$ cat config.mk
export PLATFORM = sky130hd
export DESIGN_NAME = ecall_io_unit
export DESIGN_NICKNAME = d
export VERILOG_FILES = /design/src/rtl/ecall_io_unit.sv
export SDC_FILE = /design/constraint.sdc
export NUM_CORES = 1
export LEC_CHECK = 0
export CORE_MARGIN = 4
export CORE_UTILIZATION = 42
export CTS_CLUSTER_SIZE = 8
export DETAILED_ROUTE_END_ITERATION = 6
export PLACE_DENSITY = 0.75
export SLEW_MARGIN = 0
export SYNTH_ARGS = -nofsm -noshare
export SYNTH_HDL_FRONTEND = slang
export SYNTH_SLANG_ARGS = --single-unit
$ cat constraint.sdc
create_clock -name clock -period 1.86 [get_ports clock]
set_input_delay 0.558 -clock clock [delete_from_list [all_inputs] [get_ports clock]]
set_output_delay 0.558 -clock clock [all_outputs]
set_load 0.005 [all_outputs]
$ cat src/rtl/ecall_io_unit.sv
// ecall I/O service unit: stalls the CPU on switch reads until a debounced press/release, latches LED/7-seg writes.
// Optional build macro IO_ECHO_EN: mirror every captured read value onto the LEDs.
module ecall_io_unit #(
    parameter int              CNT_W           = 20,
    parameter logic [CNT_W-1:0] DEBOUNCE_CYCLES = 20'd500000
) (
    input  logic        clock,
    input  logic        reset,
    input  logic        IORead,
    input  logic        IOWrite,
    input  logic [2:0]  io_code,
    input  logic [31:0] io_wdata,
    input  logic [15:0] switch,
    input  logic        confirm_btn,
    output logic [31:0] io_rdata,
    output logic        io_stall,
    output logic        io_done,
    output logic [15:0] led,
    output logic [31:0] seg_value
);

    typedef enum logic [1:0] {
        IDLE,
        WAIT_PRESS,
        WAIT_RELEASE,
        DONE
    } state_t;

    localparam logic [CNT_W-1:0] CNT_LAST = DEBOUNCE_CYCLES - 1'b1;

    state_t           state;
    state_t           state_next;
    logic             btn_s1;
    logic             btn_s2;
    logic             btn_stable;
    logic             btn_prev;
    logic [CNT_W-1:0] cnt;
    logic [15:0]      sw_s1;
    logic [15:0]      sw_s2;
    logic [2:0]       code_q;
    logic             btn_rise;
    logic             btn_fall;
    logic             capture;
    logic             write_led;
    logic             write_seg;
    logic [31:0]      read_value;

    // NOTE: registers use non-blocking (<=) so every flop samples pre-edge values.
    always_ff @(posedge clock) begin
        if (reset) begin
            btn_s1 <= 1'b0;
            btn_s2 <= 1'b0;
            sw_s1  <= '0;
            sw_s2  <= '0;
        end else begin
            btn_s1 <= confirm_btn;
            btn_s2 <= btn_s1;
            sw_s1  <= switch;
            sw_s2  <= sw_s1;
        end
    end

    // A level change is accepted only after DEBOUNCE_CYCLES consecutive disagreeing samples.
    always_ff @(posedge clock) begin
        if (reset) begin
            btn_stable <= 1'b0;
            btn_prev   <= 1'b0;
            cnt        <= '0;
        end else begin
            btn_prev <= btn_stable;
            if (btn_s2 == btn_stable) begin
                cnt <= '0;
            end else if (cnt == CNT_LAST) begin
                btn_stable <= btn_s2;
                cnt        <= '0;
            end else begin
                cnt <= cnt + 1'b1;
            end
        end
    end

    assign btn_rise = btn_stable & ~btn_prev;
    assign btn_fall = ~btn_stable & btn_prev;

    always_comb begin
        read_value = {16'b0, sw_s2};
        case (code_q)
            3'd1:    read_value = {{16{sw_s2[15]}}, sw_s2};
            3'd2:    read_value = {24'b0, sw_s2[7:0]};
            3'd3:    read_value = {31'b0, sw_s2[0]};
            default: read_value = {16'b0, sw_s2};
        endcase
    end

    always_ff @(posedge clock) begin
        if (reset) begin
            state <= IDLE;
        end else begin
            state <= state_next;
        end
    end

    // NOTE: every output of this block gets a default first, so no latch is inferred.
    always_comb begin
        state_next = state;
        io_stall   = 1'b0;
        io_done    = 1'b0;
        capture    = 1'b0;
        write_led  = 1'b0;
        write_seg  = 1'b0;
        case (state)
            IDLE: begin
                if (IORead) begin
                    io_stall   = 1'b1;
                    state_next = WAIT_PRESS;
                end else if (IOWrite) begin
                    write_led = (io_code == 3'd4);
                    write_seg = (io_code == 3'd5);
                end
            end
            WAIT_PRESS: begin
                io_stall = 1'b1;
                if (btn_rise) begin
                    capture    = 1'b1;
                    state_next = WAIT_RELEASE;
                end
            end
            WAIT_RELEASE: begin
                io_stall = 1'b1;
                if (btn_fall) begin
                    state_next = DONE;
                end
            end
            DONE: begin
                io_done    = 1'b1;
                state_next = IDLE;
            end
            default: state_next = IDLE;
        endcase
    end

    // The sub-function is latched at request time; io_code may change while stalled.
    always_ff @(posedge clock) begin
        if (reset) begin
            code_q    <= 3'd0;
            io_rdata  <= '0;
            led       <= '0;
            seg_value <= '0;
        end else begin
            if (state == IDLE && IORead) begin
                code_q <= io_code;
            end
            if (capture) begin
                io_rdata <= read_value;
            end
            if (write_led) begin
                led <= io_wdata[15:0];
            end
`ifdef IO_ECHO_EN
            if (capture) begin
                led <= read_value[15:0];
            end
`else
`endif
            if (write_seg) begin
                seg_value <= io_wdata;
            end
        end
    end

endmodule

==> metrics.yaml <==
total_count_of_max_transition_violations_in_the_final_report: 0
dieWidth_um: 113
routed-via-count: 3857
placedCellCount: 756
finalWorstSetupSlack_ps: -96.5
route.detailed.drc: 0
post_syn_area_per_cell_sq_um: 9.34
rsz0062_at_grt: "yes"
worst-slew-pin-transition_ps: 569
synthTopCellsByArea: "dfxtp_1, nand2_1, a21oi_1"
die-height_um: 113
grt_pass1_vias: 3764
most_numerous_cell_in_the_yosys_netlist: "dfxtp_1"
crit_path_end_kind: "output port"
cp.arrival_ps: 1400
final_cell_area_sq_um: 6720
fin_crit_ps: 1960
crit_fanout: 3
timing.reg2reg.worst_path_depth: 8
detail_route.first_pass.iterations: 4
min_period_over_period_pct: 105
cts_htree_levels: 4
top_level_ports: 138
cp_data_required_time_ps: 1300
overall_overflow_remaining_after_global_route: 0
yosys_synthesis_warning_count: 0
utilization_pct: 62.0
core_area_sq_um: 10800
finalClockSkew_ps: 6.90
hold-worst-slack_ps: 330
antenna_cells: 0
detail_route.wirelength_mm: 11.0
detail_route.wl_per_cell_um: 13.9
detailed_place.area_sq_um: 6170
fillcell_total: 917
finish.cell_count_without_fillers: 794
dp_hpwl_mm: 7.59
area_of_the_die_sq_um: 12900
hold_class: "in -> reg"
max_cap_violations: 0
synth_top_cell_by_area: "dfxtp_1"
p_leak_nw: 2.91
synth-main-ff-cell: "dfxtp_1"
synthToLayoutAreaGrowth_pct: 44.0
synth_cells: 500
worstHoldPathCells: 2
rows: 38
setup_violations: 1
vdd_ir_drop_max_uv: 462
synth.yosys.seq_area_share_pct: 54.0
violation_count_after_the_first_detailed_route_iteration: 328
syn_nets: 562
clock_path_buffers: 2
gr-usage-all-layers_pct: 17.2
port-buffer-count: 137
post_synth_num_cell_types: 45
clkSinkCount: 126
synth.top_cells.by_count: "dfxtp_1, nand2_1, a21oi_1, nor2_1, nor2b_1"
violated_checks: "setup timing"
starting_utilization_of_the_core_area_pct: 43.1
async_flop_share_pct: 0
totalNegativeSetupSlack_ps: -96.5
cts_hold_buffers: 0
ys_seq_elements: 126
critical_path.startpoint_type: "flop"
clock.fmax_mhz: 511
worst_setup_hold_path_clk_slew_ps: 60
route.antenna.remaining_nets: 0
grt_max_degree: 98
power.density_cell_area_nw_per_um2: 1030
final_hold_viol_count: 0
timing.max_slew.rel_slack_pct: 61.1
yosysTopAreaCellShare_pct: 54.0
grt_first_pass_wirelength_mm: 17.8
worstSkewPairLatency_ps: 510
number_of_antenna_violations_at_the_first_check_in_global_routing: 0
p_total_mw: 6.89
num_cts_buffers: 17
nNetsFinal: 703
root_buffer_master: "clkbuf_8"
placement.setup.worst_slack_ps: -423
tritoncts_clock_tree: "yes"
cell_area_after_synthesis_sq_um: 4670
avgViaCountPerCell: 4.86
run_status: "finished, violations left"
routabilityCongestion: 0.835
synth_enable_flop_cells: 0
layout-drive-gt1-share_pct: 15.1
type_of_the_worst_setup_path: "reg -> out"
cell type report:
cell class	instances	area, sq um	area share (%)
clock buffer	17	414	6.16
clock inverter	15	186	2.77
inverter	5	21.3	0.317
multi-input combinational	329	1910	28.5
sequential	126	2530	37.7
tap	140	175	2.61
timing repair buffer	162	1480	22.0
worst max-delay path: stages (launching register included):
cell and delay (ps):
dfxtp_2 350, inv_4 50, ha_4 240, a21oi_2 100, nor2_1 50, buf_2 120
what timing repair did:
action,4_1_cts,5_1_grt
resized for setup,104,34
setup buffers,3,3
endpoints found under the setup margin,82,7
layer usage:
| layer | wire [um] | GRT usage, % | share of wire, % | vias up |
|---|---|---|---|---|
| met4 | 240 | 8.33 | 2.2 | 0 |
| met3 | 720 | 5.25 | 6.5 | 19 |
| met1 | 4920 | 20.7 | 45 | 1769 |
| met2 | 5120 | 28.0 | 47 | 135 |
| met5 | 0 | 0 | 0 | - |
| li1 | - | - | - | 1934 |
path summary, 6_finish.rpt:
check / startpoint / end / slack, ps
max: state[0] / io_stall / -100
min: reset / sw_s1[2] / 330
max reg2reg: state[1] / seg_value[13] / 110
min reg2reg: sw_s1[14] / sw_s2[14] / 430
sequential cells by signal, summed over array words and instances, names as in the netlist:
name and cells:
btn_s2 1, sw_s2 16, io_rdata 17, btn_stable 1, cnt 20, state 2
code_q 3, btn_prev 1, sw_s1 16, btn_s1 1, led 16, seg_value 32
kinds of logic after synthesis:
kind of cell    Yosys count  share of synthesized area [%]
xor+xnor                 16                           3.00
buf+inv                  45                           5.44
flops                   126                           54.0
mux                      18                           3.89
simple gates            225                           24.2
fa+ha+maj                 6                           1.61
compound gates           64                           7.83
cells in the final DEF (no fill, tap or decap), types with 2 or more instances in the layout:
cell type / n
bufinv_16: 3
dfxtp_1: 118
clkinv_2: 2
buf_2: 3
ha_1: 3
and4_1: 2
clkbuf_16: 16
nor2_1: 47
and3_1: 2
nand2_1: 84
nand3b_1: 3
buf_4: 18
a22oi_1: 7
mux2i_1: 17
nand2b_1: 3
clkdlybuf4s50_1: 54
nor2b_1: 38
inv_1: 3
or4_1: 2
nand4_1: 7
xnor2_1: 7
buf_6: 6
ha_2: 2
nand4_4: 2
and4_4: 2
dfxtp_2: 8
dlygate4sd2_1: 65
nor3_1: 3
clkdlybuf4s15_1: 2
clkinv_4: 6
inv_6: 3
clkbuf_2: 10
nand3_1: 21
buf_12: 4
a21oi_1: 48
xor2_1: 9
power by group:
part	switching (mW)	total (mW)	internal, mW
registers	0.0438	2.84	2.79
clock network	1.22	3.28	2.06
logic	0.348	0.781	0.433
(Power assumes the default switching activity.)
